[config.mk]
export PLATFORM = sky130hd
export DESIGN_NAME = instr_fetch_ctrl
export DESIGN_NICKNAME = d
export VERILOG_FILES = /design/src/rtl/instr_fetch_ctrl_pkg.sv /design/src/rtl/instr_word_packer.sv /design/src/rtl/instr_fetch_ctrl.sv
export SDC_FILE = /design/constraint.sdc
export NUM_CORES = 1
export LEC_CHECK = 0
export ABC_AREA = 1
export BUFFER_PORTS_ARGS = -buffer_cell sky130_fd_sc_hd__buf_2
export CAP_MARGIN = 20
export CORE_MARGIN = 2
export CORE_UTILIZATION = 35
export CTS_BUF_LIST = sky130_fd_sc_hd__clkbuf_4 sky130_fd_sc_hd__clkbuf_8 sky130_fd_sc_hd__clkbuf_16
export DETAILED_ROUTE_END_ITERATION = 16
export PLACE_DENSITY = 0.6
export SLEW_MARGIN = 20
export SYNTH_ARGS = -nofsm -noshare
export SYNTH_HDL_FRONTEND = slang
export SYNTH_SLANG_ARGS = --single-unit
export TNS_END_PERCENT = 20
[constraint.sdc]
create_clock -name clk -period 1.87 [get_ports clk]
set_input_delay 0.4675 -clock clk [delete_from_list [all_inputs] [get_ports clk]]
set_output_delay 0.4675 -clock clk [all_outputs]
set_load 0.005 [all_outputs]
[src/rtl/instr_fetch_ctrl_pkg.sv]
// Shared types and constants for the instruction fetch controller: FSM states,
// default halt opcode and the byte order used when packing loader bytes into words.
package instr_fetch_ctrl_pkg;

    localparam int unsigned BYTE_W = 8;

    localparam logic [BYTE_W-1:0] HALT_OPC_DEF = 8'hFF;

    // Loader streams the low byte of each word first.
    localparam bit LO_BYTE_FIRST = 1'b1;

    typedef enum logic [2:0] {
        S_IDLE    = 3'd0,
        S_LD_LO   = 3'd1,
        S_LD_HI   = 3'd2,
        S_WRITE   = 3'd3,
        S_RD_ADDR = 3'd4,
        S_RD_CAP  = 3'd5,
        S_HOLD    = 3'd6,
        S_DONE    = 3'd7
    } state_t;

endpackage

[src/rtl/instr_word_packer.sv]
// Collects loader bytes into an instr_mem write word and, when LOAD_CKSUM_EN is
// defined, keeps a wrapping byte sum of the current load (cksum tied to zero otherwise).
module instr_word_packer
    import instr_fetch_ctrl_pkg::*;
#(
    parameter int unsigned WDATA_W = 16
) (
    input  logic               clk,
    input  logic               rst,
    input  logic               clear,
    input  logic               take_lo,
    input  logic               take_hi,
    input  logic               pad_hi,
    input  logic [BYTE_W-1:0]  byte_in,
    output logic [WDATA_W-1:0] word,
    output logic [BYTE_W-1:0]  cksum
);

    logic [BYTE_W-1:0] lo_byte;
    logic [BYTE_W-1:0] hi_byte;

    // Byte holding registers; a low byte flagged last forces the high byte to zero.
    always_ff @(posedge clk) begin
        if (rst || clear) begin
            lo_byte <= '0;
            hi_byte <= '0;
        end else begin
            if (take_lo) begin
                lo_byte <= byte_in;
                if (pad_hi) begin
                    hi_byte <= '0;
                end
            end
            if (take_hi) begin
                hi_byte <= byte_in;
            end
        end
    end

    assign word = LO_BYTE_FIRST ? WDATA_W'({hi_byte, lo_byte}) : WDATA_W'({lo_byte, hi_byte});

`ifdef LOAD_CKSUM_EN
    logic [BYTE_W-1:0] sum;

    // The pad byte is zero, so it never changes the sum.
    always_ff @(posedge clk) begin
        if (rst || clear) begin
            sum <= '0;
        end else if (take_lo || take_hi) begin
            sum <= sum + byte_in;
        end
    end

    assign cksum = sum;
`else
    assign cksum = '0;
`endif

endmodule

[src/rtl/instr_fetch_ctrl.sv]
// Owner of the instr_mem ports: LOAD packs host bytes into words from address 0,
// RUN fetches from PC and hands instructions to the core. Optional LOAD_CKSUM_EN adds a load checksum.
module instr_fetch_ctrl
    import instr_fetch_ctrl_pkg::*;
#(
    parameter int unsigned        ADDR_W   = 8,
    parameter int unsigned        WDATA_W  = 16,
    parameter int unsigned        RDATA_W  = 8,
    parameter logic [RDATA_W-1:0] HALT_OPC = RDATA_W'(HALT_OPC_DEF)
) (
    input  logic               clk,
    input  logic               rst,
    input  logic               load_start,
    input  logic               ld_valid,
    input  logic [BYTE_W-1:0]  ld_byte,
    input  logic               ld_last,
    output logic               ld_ready,
    output logic               ld_err,
    input  logic               run,
    output logic [RDATA_W-1:0] instr,
    output logic [ADDR_W-1:0]  instr_pc,
    output logic               instr_valid,
    input  logic               instr_ready,
    input  logic               pc_jump,
    input  logic [ADDR_W-1:0]  pc_target,
    output logic               done,
    output logic [ADDR_W:0]    prog_len,
    output logic [BYTE_W-1:0]  ld_cksum,
    output logic               mem_we,
    output logic [ADDR_W-1:0]  mem_w_addr,
    output logic [WDATA_W-1:0] mem_w_instr,
    output logic [ADDR_W-1:0]  mem_r_addr,
    input  logic [RDATA_W-1:0] mem_r_instr
);

    localparam int unsigned   PROG_W   = ADDR_W + 1;
    localparam logic [ADDR_W:0] PROG_MAX = {1'b1, {ADDR_W{1'b0}}};

    state_t              state;
    state_t              state_next;
    logic [ADDR_W-1:0]   pc;
    logic [ADDR_W-1:0]   pc_next;
    logic [ADDR_W:0]     prog_len_next;
    logic                ld_err_next;
    logic                last_seen;
    logic                last_next;
    logic [RDATA_W-1:0]  instr_next;
    logic [ADDR_W-1:0]   instr_pc_next;
    logic                pk_clear;
    logic                take_lo;
    logic                take_hi;
    logic                pad_hi;
    logic                accept;
    logic                full;

    assign accept     = ld_valid & ld_ready;
    assign full       = (prog_len == PROG_MAX);
    assign mem_w_addr = prog_len[ADDR_W-1:0];

    always_ff @(posedge clk) begin
        if (rst) begin
            state <= S_IDLE;
        end else begin
            state <= state_next;
        end
    end

    // Next-state and datapath update selection.
    always_comb begin
        state_next    = state;
        pc_next       = pc;
        prog_len_next = prog_len;
        ld_err_next   = ld_err;
        last_next     = last_seen;
        instr_next    = instr;
        instr_pc_next = instr_pc;
        pk_clear      = 1'b0;
        take_lo       = 1'b0;
        take_hi       = 1'b0;
        pad_hi        = 1'b0;
        case (state)
            S_IDLE: begin
                if (load_start) begin
                    state_next    = S_LD_LO;
                    pk_clear      = 1'b1;
                    prog_len_next = '0;
                    ld_err_next   = 1'b0;
                    last_next     = 1'b0;
                end else if (run) begin
                    state_next = S_RD_ADDR;
                    pc_next    = '0;
                end
            end
            S_LD_LO: begin
                if (accept) begin
                    take_lo   = 1'b1;
                    last_next = ld_last;
                    if (ld_last) begin
                        pad_hi     = 1'b1;
                        state_next = S_WRITE;
                    end else begin
                        state_next = S_LD_HI;
                    end
                end
            end
            S_LD_HI: begin
                if (accept) begin
                    take_hi    = 1'b1;
                    last_next  = ld_last;
                    state_next = S_WRITE;
                end
            end
            S_WRITE: begin
                // A full memory still drains bytes but only flags the overflow.
                if (full) begin
                    ld_err_next = 1'b1;
                end else begin
                    prog_len_next = prog_len + PROG_W'(1);
                end
                state_next = last_seen ? S_IDLE : S_LD_LO;
            end
            S_RD_ADDR: begin
                state_next = ({1'b0, pc} >= prog_len) ? S_DONE : S_RD_CAP;
            end
            S_RD_CAP: begin
                if (mem_r_instr == HALT_OPC) begin
                    state_next = S_DONE;
                end else begin
                    state_next    = S_HOLD;
                    instr_next    = mem_r_instr;
                    instr_pc_next = pc;
                end
            end
            S_HOLD: begin
                if (instr_ready) begin
                    pc_next    = pc_jump ? pc_target : pc + ADDR_W'(1);
                    state_next = S_RD_ADDR;
                end
            end
            S_DONE: begin
                if (run) begin
                    state_next = S_RD_ADDR;
                    pc_next    = '0;
                end
            end
            default: begin
                state_next = S_IDLE;
            end
        endcase
    end

    // Registered outputs follow the state being entered.
    always_ff @(posedge clk) begin
        if (rst) begin
            pc          <= '0;
            prog_len    <= '0;
            ld_err      <= 1'b0;
            last_seen   <= 1'b0;
            instr       <= '0;
            instr_pc    <= '0;
            instr_valid <= 1'b0;
            done        <= 1'b0;
            ld_ready    <= 1'b0;
            mem_we      <= 1'b0;
            mem_r_addr  <= '0;
        end else begin
            pc          <= pc_next;
            prog_len    <= prog_len_next;
            ld_err      <= ld_err_next;
            last_seen   <= last_next;
            instr       <= instr_next;
            instr_pc    <= instr_pc_next;
            instr_valid <= (state_next == S_HOLD);
            done        <= (state_next == S_DONE);
            ld_ready    <= (state_next == S_LD_LO) || (state_next == S_LD_HI);
            mem_we      <= (state_next == S_WRITE) && !full;
            if (state_next == S_RD_ADDR) begin
                mem_r_addr <= pc_next;
            end
        end
    end

    instr_word_packer #(
        .WDATA_W (WDATA_W)
    ) u_packer (
        .clk     (clk),
        .rst     (rst),
        .clear   (pk_clear),
        .take_lo (take_lo),
        .take_hi (take_hi),
        .pad_hi  (pad_hi),
        .byte_in (ld_byte),
        .word    (mem_w_instr),
        .cksum   (ld_cksum)
    );

endmodule

**Word level (Yosys, flattened, before mapping)**

Index checks and enable logic that the tools add are counted.
Widths: inputs -> output; s select.

- $add $sub $neg: 2
- Magnitude comparators: 1
- Eq/ne operators: 19
- Mux-type cells: 34
- Bitwise logic cells: 2
- Reductions and logical operators: 15

Operators with widths:

| cell | number |
|---|---|
| $mux 8 | 7 |
| $pmux 3 s8 | 1 |
| $pmux 8 s3 | 1 |
| $eq 3x3->1 const B | 7 |
| $mux 9 | 2 |
| $pmux 9 s2 | 1 |
| $mux 3 | 5 |
| $mux 1 | 14 |
| $eq 3x2->1 const B | 4 |
| $add 9x1->9 const B | 1 |
| $eq 9x9->1 const B | 1 |
| $ge 8x9->1 | 1 |
| $reduce_and 3->1 | 3 |
| $add 8x1->8 const B | 1 |
| $eq 8x8->1 const B | 1 |
| $reduce_bool 2->1 | 4 |
| $eq 3x1->1 const B | 2 |
| $ne 2x2->1 const B | 3 |
| $pmux 1 s2 | 2 |
| $reduce_and 2->1 | 2 |
| $logic_not 3->1 | 1 |
| $logic_or 1x1->1 | 2 |
| $mux 2 | 1 |
| $ne 2x1->1 const B | 1 |
| other kinds (5) | 5 |

- Bits in registers: 66
- Output and inout bits: 70
- Word-level logic and storage cells: 87

**Logic depth before layout (Yosys ltp)**

- Depth in word-level cells: 6
- Depth in mapped cells: 13

**Modules after synthesis**

Synthesis repeated with hierarchy kept, for this count alone.

- Cells, all modules: 489
- Area, all modules: 3455.8 µm²

By module, submodules not included:

| module | times used | cells each | area an instance (µm²) |
|---|---|---|---|
| instr_fetch_ctrl | 1 | 408 | 2765.2 |
| instr_word_packer | 1 | 81 | 690.7 |

**Worst setup path before layout**

Ideal clock, no wire load.

- Kind: flip-flop to flip-flop
- Start: register prog_len[2]
- End: register ld_ready
- Arrival time: 1493 ps
- Data required time: 1755 ps
- Slack: 262 ps
- Cell stages (with the launch flop): 14
- Buffers on the path: 0
- Clock period less this slack: 1608 ps
- Cell sequence: dfxtp_1 > inv_1 > ha_1 > nand2_1 > nor2_1 > nand2_1 > nand3_1 > nand2_1 > nand2_1 > nand2_1 > nand2_1 > nand3_1 > nand2_1 > nor2_1

- Longest elaborated chain between the ends: 5
- Elaborated cells between the ends (all ways): 6
- Classes of those cells: order compare (1); eq/ne (2); mux (2); reduce/logical (1)

Ends and longest elaborated chain:

| what | line | text |
|---|---|---|
| from (decl) | instr_fetch_ctrl.sv:27 | `output logic [ADDR_W:0] prog_len,` |
| from (signal assigned) | instr_fetch_ctrl.sv:168 | `prog_len <= prog_len_next;` |
| $ge 8x9->1 * | instr_fetch_ctrl.sv:123 | `state_next = ({1'b0, pc} >= prog_len) ? S_DONE : S_RD_CAP;` |
| $mux 2 * | instr_fetch_ctrl.sv:123 |  |
| $pmux 3 s8 * | instr_fetch_ctrl.sv:81 | `case (state)` |
| $eq 3x1->1 or $eq 3x2->1 (tied branches) | instr_fetch_ctrl.sv:175 | `ld_ready <= (state_next == S_LD_LO) \|\| (state_next == S_LD_HI);` |
| $logic_or 1x1->1 * | instr_fetch_ctrl.sv:175 |  |
| to (signal assigned) | instr_fetch_ctrl.sv:175 |  |
| to (decl) | instr_fetch_ctrl.sv:17 | `output logic ld_ready,` |

Every way passes the cells marked *; elsewhere a longest branch is shown, timed or not.
A chain may end at the register's enable or synchronous reset.

**Worst setup path in the final report**

- Start: register state[0]
- End: register ld_ready

- Longest elaborated chain between the ends: 5
- Elaborated cells between the ends (all ways): 17
- Classes of those cells: eq/ne (9); mux (6); reduce/logical (2)

Ends and longest elaborated chain:

| what | line | text |
|---|---|---|
| from (decl) | instr_fetch_ctrl.sv:39 | `state_t state;` |
| from (signal assigned) | instr_fetch_ctrl.sv:64 | `state <= state_next;` |
| $mux 3 | instr_fetch_ctrl.sv:89, instr_fetch_ctrl.sv:141 |  |
| $mux 3 | instr_fetch_ctrl.sv:83 | `if (load_start) begin` |
| $pmux 3 s8 * | instr_fetch_ctrl.sv:81 |  |
| $eq 3x1->1 or $eq 3x2->1 (tied branches) | instr_fetch_ctrl.sv:175 |  |
| $logic_or 1x1->1 * | instr_fetch_ctrl.sv:175 |  |

Marks and branches as above.

==> summary by stage <==
Logic synthesis
Of all flip-flops after synthesis, the portion carrying an async set or reset was 0. The mean instance size in the synthesized netlist is 7.02 sq um. The number of different library cells used by synthesis comes to 38. The synthesized netlist cell count is 493. For this run, the number of Yosys warnings is 0. After synthesis the netlist holds a flip-flop and latch count of 66. The share of the Yosys chip area taken by registers is 0.382. The area of the mapped netlist is about 3500 sq um. The primary flip-flop cell chosen by synthesis mapping is dfxtp_1. The number of enable-type register cells in the synthesized netlist is 0.

Routing
In the routed layout, each cell is associated on average with a via count of 4.64. The detailed-route wire length per cell is 12.3 microns. After detailed routing, the total wire length is around 8900 microns. The detailed router placed 3378 vias in this run. Before antenna repair, the detailed router went through 5 iterations.

The detail route stage leaves a number of antenna-violating nets equal to 0. After detailed routing, the number of remaining DRC violations is 0. The number of DRC markers after the initial detailed-route iteration is 113.

Run
The number of max-cap violations is 0.

Status
The flow ran to the end, and the final reports show no timing, DRC or antenna violations.

Timing
The final sum of negative setup slack is 0 ns. The clock skew after layout is 0.00974 ns. Of the available clock period, the critical path in the final layout requires 0.920.

The worst path needs 1.72 ns of the cycle, external delays included. Across all hold checks on the routed design, the worst slack comes to ~0.39 ns. The number of max-slew violations in the final report came to 0. The peak clock frequency supported by timing is 581 MHz. Setup violations remaining at the end of the flow were counted as 0. The pin slew with the least headroom to its limit is 0.600 ns. The headroom to the max-slew limit is 0.600. The total count of hold-check failures in the final report is 0.

Power and ir drop
Of the total power, the share spent switching nets is 0.344. The internal power is 2.34 mW. The clock network fraction of design power is 0.305. The share of total power dissipated in combinational logic is 0.248. The cell area power density is 843 nW/um^2. Of the total power, registers draw 0.447. In this run the power spent charging and discharging nets is about 1.2 mW.

Summed over all cells, the static leakage comes to 2.07 nW. The worst supply voltage drop on vdd is 0.424 mV.

Final layout
For this run, the share of the core covered by cells in the final layout is 0.437. The most common cell after layout, fill and taps aside is buf_2. In the layout the commonest cells are buf_2, nand2_1, inv_1. The layout cell share with drive strength beyond 1 is 0.267. Compared with the post-synthesis result, the final layout area differs by 22.2%.

Leaving out filler cells and counting taps, the final layout contains 728. The count of nets after finishing is 633. The layout filler cell count is 1005. The number of antenna diodes in the final layout is 0. The finished cells cover 4230 sq um.

Worst hold path
The min-delay analysis places its worst path in the category input port to flip-flop.

Setup path
The cell with the largest stage delay on the worst path is dfxtp_1. The required time reported for the critical path endpoint is roughly 2.1 ns. The delay of the slowest critical-path stage is about 0.47 ns. The arrival time of the worst setup path is 1.96 ns.

By startpoint and endpoint, the worst setup path is classified as flip-flop to flip-flop. The worst setup path is captured at a flip-flop. The worst setup path is launched from a flip-flop. Along the worst path, the maximum fanout reaches 5. The most used cell along the critical path is nand2_1. Walking the worst path, the cells encountered are buf_4 > inv_6 > nor3_4 > nand2_1 > nand2_1 > nor2_1 > nand3b_1 > nand3_2 > nand2_1 > nor2_1.

Clock network
The number of sinks on the clock net is 66. The clock buffer count from CTS is 9. The maximum buffer depth of the clock tree is 2.

The H-tree depth reported by CTS is 3. For this design, the CTS-stage hold fixing added 0 buffers. The cell sitting at the root of the clock tree is a clkbuf_8.

At the later pin of the worst-skew pair, clock insertion delay measures 0.33 ns. TritonCTS built the clock tree. The clock slew at the register clock pins of the worst setup and hold paths is approximately 0.080 ns.

Floorplanning
The die area is 10700 sq um. Row generation in the floorplan step produced 36 rows. The floorplan core area is 9680 sq um. The initial core utilization is 0.357. The I/O pin total is a little over 100. The die is approximately 100 microns tall. In this run the horizontal extent of the chip is roughly 100 microns.

Global routing
The largest net degree at the start of global routing is 25. The first global-routing pass estimated 13800 microns of wire. For this run the aggregate overflow at the end of global routing stands at 0. In the global route stage, overall resource usage came out at 0.162. The via count of the first global-routing pass was 2945. The number of antenna violations at the first check in global routing is 0.

Placement
Counting tap cells, the placed design contains a total of ~710 instances. The area after detailed placement is 4030 sq um. The final weighted congestion in routability-driven placement is between 0.8 and 0.9. The port buffer count is 93. The final HPWL from detailed placement is 6810 microns.
==> registers in the layout (all words and copies together), names as in the netlist <==
register,cells
ld_err,1
done,1
last_seen,1
ld_ready,1
instr_valid,1
mem_r_addr,8
u_packer.lo_byte,8
instr_pc,8
instr,8
prog_len,9
state,3
pc,8
mem_we,1
u_packer.hi_byte,8
==> repair_timing <==
| item | 4_1_cts | 5_1_grt |
|---|---|---|
| endpoints found under the setup margin | 0 | 20 |
| resized for setup | 0 | 11 |
| buffers inserted | 0 | 0 |
==> power groups by stage <==
| stage | registers, mW | logic (mW) | clock network, mW |
|---|---|---|---|
| floorplan | 1.60 | 0.667 | 0 |
| global placement | 1.63 | 0.857 | 0 |
| detailed placement | 1.63 | 0.861 | 0 |
| CTS | 1.60 | 0.865 | 1.12 |
| global route | 1.61 | 1.01 | 1.19 |
| finish | 1.60 | 0.885 | 1.09 |
==> through the flow <==
stage | power, mW | worst slack (ns)
floorplan | 2.27 | 0.262
global placement | 2.48 | 0.0753
detailed placement | 2.49 | 0.0573
CTS | 3.58 | 0.0503
global route | 3.81 | -0.000373
finish | 3.57 | 0.150
==> synth_stat cells (all sizes together) (2+ instances only) <==
master	instances	area share
nor2	52	0.061
o2111ai	2	0.0051
nand4	7	0.014
ha	11	0.040
clkinv	2	0.0025
nor3	7	0.013
dfxtp	66	0.38
nand3	30	0.045
o22ai	8	0.014
nand2	93	0.11
or2	4	0.0072
buf	24	0.055
o21ai	43	0.064
a21oi	49	0.075
clkbuf	6	0.0065
inv	79	0.087
nand3b	3	0.0065
o21a	3	0.0065
==> final timing paths <==
check	from	to	slack, ns	cells after the start
worst max-delay path	state[0]$_SDFF_PP0_	ld_ready$_SDFF_PP0_	0.15	10
worst max register to register	state[0]$_SDFF_PP0_	ld_ready$_SDFF_PP0_	0.15	10
worst min register to register	ld_err$_SDFFE_PP0P_	ld_err$_SDFFE_PP0P_	0.45	2
worst min-delay path	ld_byte[0]	u_packer.lo_byte[0]$_SDFFE_PP0P_	0.39	3
==> critical path, delay by kind of cell, from the launching register on <==
kind	cells	cell delay [ns]
buf+inv	2	0.25
flops	1	0.47
simple gates	8	0.90
==> cell families after synthesis <==
logic type               Yosys count  share of synthesized area
AO/OA/AOI/OAI                    107                      0.170
adder cells (fa/ha/maj)           11                     0.0398
buffers and inverters            111                      0.151
flip-flops                        66                      0.382
other                              1                    0.00108
AND/OR/NAND/NOR                  197                      0.256
==> metal layers <==
metal | track usage | share of wire
met5 | 0 | 0
met4 | 0.0476 | 0.015
met3 | 0.0282 | 0.041
met2 | 0.271 | 0.48
met1 | 0.213 | 0.46
==> area by class of cell <==
class | instances | area (sq um) | share of cell area
Clock buffer | 10 | 138 | 0.0325
Clock inverter | 6 | 41.3 | 0.00976
Inverter | 81 | 313 | 0.0739
Multi-Input combinational cell | 323 | 1650 | 0.391
Sequential cell | 66 | 1330 | 0.315
Tap cell | 133 | 166 | 0.0393
Timing Repair Buffer | 109 | 586 | 0.138
(Power assumes the default switching activity.)
